### config.mk
export PLATFORM = sky130hd
export DESIGN_NAME = neuron_accumulator
export DESIGN_NICKNAME = d
export VERILOG_FILES = /design/src/rtl/neuron_accumulator.sv
export SDC_FILE = /design/constraint.sdc
export NUM_CORES = 1
export LEC_CHECK = 0
export BUFFER_PORTS_ARGS = -buffer_cell sky130_fd_sc_hd__buf_2
export CAP_MARGIN = 20
export CORE_UTILIZATION = 26
export CTS_CLUSTER_SIZE = 8
export DETAILED_ROUTE_END_ITERATION = 10
export MAX_ROUTING_LAYER = met4
export PLACE_DENSITY = 0.49
export SETUP_SLACK_MARGIN = 0.5
export SYNTH_ARGS = -nofsm -noshare
export SYNTH_HDL_FRONTEND = slang
export SYNTH_SLANG_ARGS = --single-unit
### constraint.sdc
create_clock -name clk -period 8.3 [get_ports clk]
set_input_delay 0.83 -clock clk [delete_from_list [all_inputs] [get_ports clk]]
set_output_delay 0.83 -clock clk [all_outputs]
set_load 0.01 [all_outputs]
### src/rtl/neuron_accumulator.sv
// Accumulates N_INPUTS signed-magnitude products plus a bias into one saturated
// signed-magnitude neuron sum. Define NEURON_RELU_EN to clamp negative results to zero.
module neuron_accumulator #(
   parameter int N_INPUTS = 16,
   parameter int DATA_W   = 32,
   parameter int FRAC_W   = 17
) (
   input  logic              clk,
   input  logic              rst_n,
   input  logic              start,
   input  logic [DATA_W-1:0] bias,
   input  logic              in_valid,
   output logic              in_ready,
   input  logic [DATA_W-1:0] in_data,
   output logic              out_valid,
   input  logic              out_ready,
   output logic [DATA_W-1:0] out_data,
   output logic              busy,
   output logic              sat_flag
);

   localparam int ACC_W = DATA_W + $clog2(N_INPUTS) + 2;
   localparam int CNT_W = $clog2(N_INPUTS + 1);
   localparam int MAG_W = DATA_W - 1;
   localparam logic [ACC_W-1:0] MAG_MAX = {{(ACC_W-MAG_W){1'b0}}, {MAG_W{1'b1}}};

   if (N_INPUTS < 1) begin : g_bad_n
      $error("neuron_accumulator: N_INPUTS must be >= 1");
   end
   if (FRAC_W >= DATA_W) begin : g_bad_frac
      $error("neuron_accumulator: FRAC_W must be below DATA_W");
   end

   typedef enum logic [1:0] {S_IDLE, S_ACCUM, S_FINISH, S_OUT} state_t;

   // Negative zero maps to 0 because -0 == 0 in two's complement.
   function automatic logic signed [ACC_W-1:0] sm_to_tc(input logic [DATA_W-1:0] w);
      logic signed [ACC_W-1:0] m;
      m = signed'({{(ACC_W-MAG_W){1'b0}}, w[MAG_W-1:0]});
      return w[DATA_W-1] ? -m : m;
   endfunction

   state_t                  state_q, state_d;
   logic signed [ACC_W-1:0] acc_q, acc_d;
   logic [CNT_W-1:0]        count_q, count_d;
   logic                    in_ready_q, in_ready_d;
   logic                    out_valid_q, out_valid_d;
   logic [DATA_W-1:0]       out_data_q, out_data_d;
   logic                    sat_q, sat_d;
   logic                    busy_q, busy_d;

   logic [ACC_W-1:0]        acc_abs;
   logic                    acc_neg;
   logic                    acc_over;
   logic [MAG_W-1:0]        res_mag;
   logic [DATA_W-1:0]       res_data;
   logic                    res_sat;

   always_comb begin
      acc_neg  = acc_q[ACC_W-1];
      acc_abs  = acc_neg ? unsigned'(-acc_q) : unsigned'(acc_q);
      acc_over = acc_abs > MAG_MAX;
      res_mag  = acc_over ? {MAG_W{1'b1}} : acc_abs[MAG_W-1:0];
`ifdef NEURON_RELU_EN
      res_data = acc_neg ? '0 : {1'b0, res_mag};
      res_sat  = acc_neg ? 1'b0 : acc_over;
`else
      // acc_neg implies a nonzero magnitude, so negative zero cannot appear.
      res_data = {acc_neg, res_mag};
      res_sat  = acc_over;
`endif
   end

   always_comb begin
      state_d     = state_q;
      acc_d       = acc_q;
      count_d     = count_q;
      in_ready_d  = in_ready_q;
      out_valid_d = out_valid_q;
      out_data_d  = out_data_q;
      sat_d       = sat_q;
      busy_d      = busy_q;
      case (state_q)
         S_IDLE: begin
            if (start) begin
               acc_d      = sm_to_tc(bias);
               count_d    = '0;
               state_d    = S_ACCUM;
               in_ready_d = 1'b1;
               busy_d     = 1'b1;
            end
         end
         S_ACCUM: begin
            if (in_valid) begin
               acc_d   = acc_q + sm_to_tc(in_data);
               count_d = count_q + CNT_W'(1);
               if (count_q == CNT_W'(N_INPUTS - 1)) begin
                  state_d    = S_FINISH;
                  in_ready_d = 1'b0;
               end
            end
         end
         S_FINISH: begin
            out_data_d  = res_data;
            sat_d       = res_sat;
            out_valid_d = 1'b1;
            state_d     = S_OUT;
         end
         S_OUT: begin
            if (out_ready) begin
               out_valid_d = 1'b0;
               busy_d      = 1'b0;
               state_d     = S_IDLE;
            end
         end
         default: begin
            state_d     = S_IDLE;
            in_ready_d  = 1'b0;
            out_valid_d = 1'b0;
            busy_d      = 1'b0;
         end
      endcase
   end

   always_ff @(posedge clk or negedge rst_n) begin
      if (!rst_n) begin
         state_q     <= S_IDLE;
         acc_q       <= '0;
         count_q     <= '0;
         in_ready_q  <= 1'b0;
         out_valid_q <= 1'b0;
         out_data_q  <= '0;
         sat_q       <= 1'b0;
         busy_q      <= 1'b0;
      end else begin
         state_q     <= state_d;
         acc_q       <= acc_d;
         count_q     <= count_d;
         in_ready_q  <= in_ready_d;
         out_valid_q <= out_valid_d;
         out_data_q  <= out_data_d;
         sat_q       <= sat_d;
         busy_q      <= busy_d;
      end
   end

   assign in_ready  = in_ready_q;
   assign out_valid = out_valid_q;
   assign out_data  = out_data_q;
   assign sat_flag  = sat_q;
   assign busy      = busy_q;

endmodule

==> results.sh <==
export IMPL_vias=7057
export IMPL_multi_input_area_mm2=0.00529
export IMPL_pin_count=105
export IMPL_leakage_nw=3.57
export IMPL_hpwl_um=18300
export IMPL_cp_end_kind="register"
export IMPL_synthTopCellsByCount="o21ai_0 (93), nand2_1 (91), nor2_1 (91), dfrtp_1 (81), a21oi_1 (72)"
export IMPL_drtAntennaViolNets=0
export IMPL_seq_area_mm2=0.00203
export IMPL_path_clk_slew_ns=0.07
export IMPL_tritoncts="yes"
export IMPL_grt_max_degree=72
export IMPL_total_power_mw=3.06
export IMPL_status="complete, no violations"
export IMPL_layout_nets=1136
export IMPL_htreeDepth=3
export IMPL_slew_headroom_pct=32.1
export IMPL_wire_per_inst_um=17.1
export IMPL_drv_cap=0
export IMPL_grt_pass1_wl_um=38100
export IMPL_coreArea_mm2=0.0287
export IMPL_synth_avg_cell_area_um2=8.13
export IMPL_path_max_fanout=7
export IMPL_worst_pin_slew_ns=1.01
export IMPL_clkSinkCount=81
export IMPL_synth_async_sr_flop_share_pct=100
export IMPL_synthDominantAreaCellType="dfrtp_1"
export IMPL_setup_violations_final=0
export IMPL_fin_tns_setup_ns=0
export IMPL_synth_top_cell_area_share_pct=26.7
export IMPL_overflow=0
export IMPL_area_delta_synth_final_pct=15.6
export IMPL_track_usage_pct=16.7
export IMPL_synth_edf_count=0
export IMPL_synth_seq_cells=81
export IMPL_p_per_area_mw_per_mm2=349
export IMPL_startpoint_type="primary input"
export IMPL_synth_nets=1053
export IMPL_yosysMostFrequentCell="o21ai_0"
export IMPL_cp_arrival_ns=5.48
export IMPL_die_area_mm2=0.0299
export IMPL_via_per_inst=5.02
export IMPL_portBuffers=104
export IMPL_yosysUniqueCellTypes=71
export IMPL_ys_top_cells_by_area="dfrtp_1 (27%), ha_1 (7.9%), xor2_1 (7.3%)"
export IMPL_syn_area_mm2=0.00760
export IMPL_hold_viol=0
export IMPL_setup_worst_path_class="primary input to register"
export IMPL_cts_hold_fix_buffers=0
export IMPL_rsz0062_at_grt="false"
export IMPL_die_w_um=173
export IMPL_cts_buffers=9
export IMPL_seq_area_frac_synth_pct=26.7
export IMPL_start_util_pct=26.5
export IMPL_finalCritPeriodShare_pct=62.7
export IMPL_cts_root_buf="clkbuf_16"
export IMPL_netlist_instances=935
export IMPL_ys_flop_type="dfrtp_1"
export IMPL_clkLatencyLatePin_ns=0.36
export IMPL_place_gp_congestion=0.838
export IMPL_antenna_found_initial=0
export IMPL_fillCellCount=3172
export IMPL_skew_ns=0.0142
export IMPL_dr_pass1_iters=5
export IMPL_min_path_type="primary input to async pin"
export IMPL_routed_wl_um=24000
export IMPL_drc_errors=0
export IMPL_ir_worst_vdd_v=0.000127
export IMPL_diodes=0
export IMPL_max_clock_freq_mhz=192
export IMPL_drive_gt1_share_pct=17.4
export IMPL_fin_crit_ns=5.21
export IMPL_die_h_um=173
export IMPL_grt_pass1_vias=6803
export IMPL_post_cts_buffers=0
export IMPL_post_cts_resized=0
export IMPL_cp_required_ns=8.58
export IMPL_yosysWarnings=0
export IMPL_first_iter_violations=388
export IMPL_cts_buffer_depth=2
export IMPL_row_count=62
export IMPL_timing_final_max_slew_violations=0
report_power, final:
part | switching, mW | leakage [nW] | internal (mW) | total, mW
sequential | 0.207 | 0.871 | 0.530 | 0.737
combinational | 1.17 | 2.56 | 0.734 | 1.91
clock | 0.184 | 0.135 | 0.234 | 0.418
total | 1.56 | 3.57 | 1.50 | 3.06
metrics by stage:
stage,setup WS [ns],utilization (%),area (um2),instances,hold slack [ns]
floorplan,3.40,-,7600,935,0.487
detailed placement,2.72,29.5,8460,1390,0.478
CTS,3.10,30.5,8760,1406,0.293
finish,3.09,30.6,8790,1407,0.299
global route,2.67,30.6,8790,1407,0.297
global placement,2.79,29.5,8460,1390,0.471
cell type report:
type                    instances  share of cell area [%]
flip-flops and latches         81                    23.1
inverters                      24                    1.03
repair buffers                112                    6.86
well taps                     384                    5.47
multi-input cells             790                    60.2
clock inverters                 6                   0.755
clock buffers                  10                    2.61
metal layers:
metal / vias to the layer above / GRT usage (%) / share of wire, %
met3: 37 / 2.09 / 3.5
met1: 3286 / 22.0 / 48
met5: - / - / 0
met4: 0 / 6.38 / 2.7
met2: 161 / 26.2 / 45
li1: 3573 / - / -
state kept, by name, summed over array words and instances, names as in the netlist:
| signal | flops |
|---|---|
| acc_q | 38 |
| busy | 1 |
| count_q | 5 |
| in_ready | 1 |
| out_data | 32 |
| out_valid | 1 |
| sat_flag | 1 |
| state_q | 2 |
final timing paths:
path | start | to | slack, ns | cells after the start
max | in_data[10] | acc_q[37] | 3.09 | 19
min | rst_n | out_data[4] | 0.30 | 1
max reg2reg | acc_q[8] | out_data[30] | 3.58 | 11
min reg2reg | sat_flag | sat_flag | 0.49 | 2
max in group asynchronous | rst_n | acc_q[25] | 7.19 | 3
min in group clk | sat_flag | sat_flag | 0.49 | 2
cells by family after synthesis:
logic type,Yosys count,synth area share (%)
AO/OA/AOI/OAI,321,27.3
buffers and inverters,64,3.89
multiplexers,10,1.35
adder cells (fa/ha/maj),49,8.17
XOR/XNOR,117,13.5
flip-flops,81,26.7
AND/OR/NAND/NOR,293,19.1
layout by cell type (no fill, tap or decap), types with 8 or more instances in the layout:
master     synthesis  layout
nand2b_1          10      10
o31ai_1           29      29
a21oi_1           72      72
or4_1             14      14
buf_2              0     103
ha_1              48      47
a21o_1            14      14
nand2_1           91      91
dfrtp_1           81      81
clkbuf_16          0       9
mux2i_1            8       8
nand3_1           24      24
o21ai_0           93      92
a21oi_2           29      29
buf_4              0       8
o21a_1            13      13
and3_1             8       8
nor2_1            91      91
xnor2_1           54      54
inv_1             23      23
o41ai_1           14      14
nor3_1            13      13
xor2_1            63      63
worst max-delay path, stage by stage:
cell and delay, ns:
buf_2 0.11, or4_1 0.57, or4_1 0.62, or4_1 0.50, nor2_1 0.11, nand2_1 0.21, o21ai_0 0.27, xnor2_1 0.15
ha_1 0.33, a21oi_1 0.29, o21ai_0 0.21, nor3_1 0.24, nand3_1 0.12, nand3_1 0.13, nand4_1 0.08, a31oi_1 0.21
xor2_1 0.20, o21ai_0 0.10, a2bb2oi_1 0.19
Power figures use the tool's default switching activity.
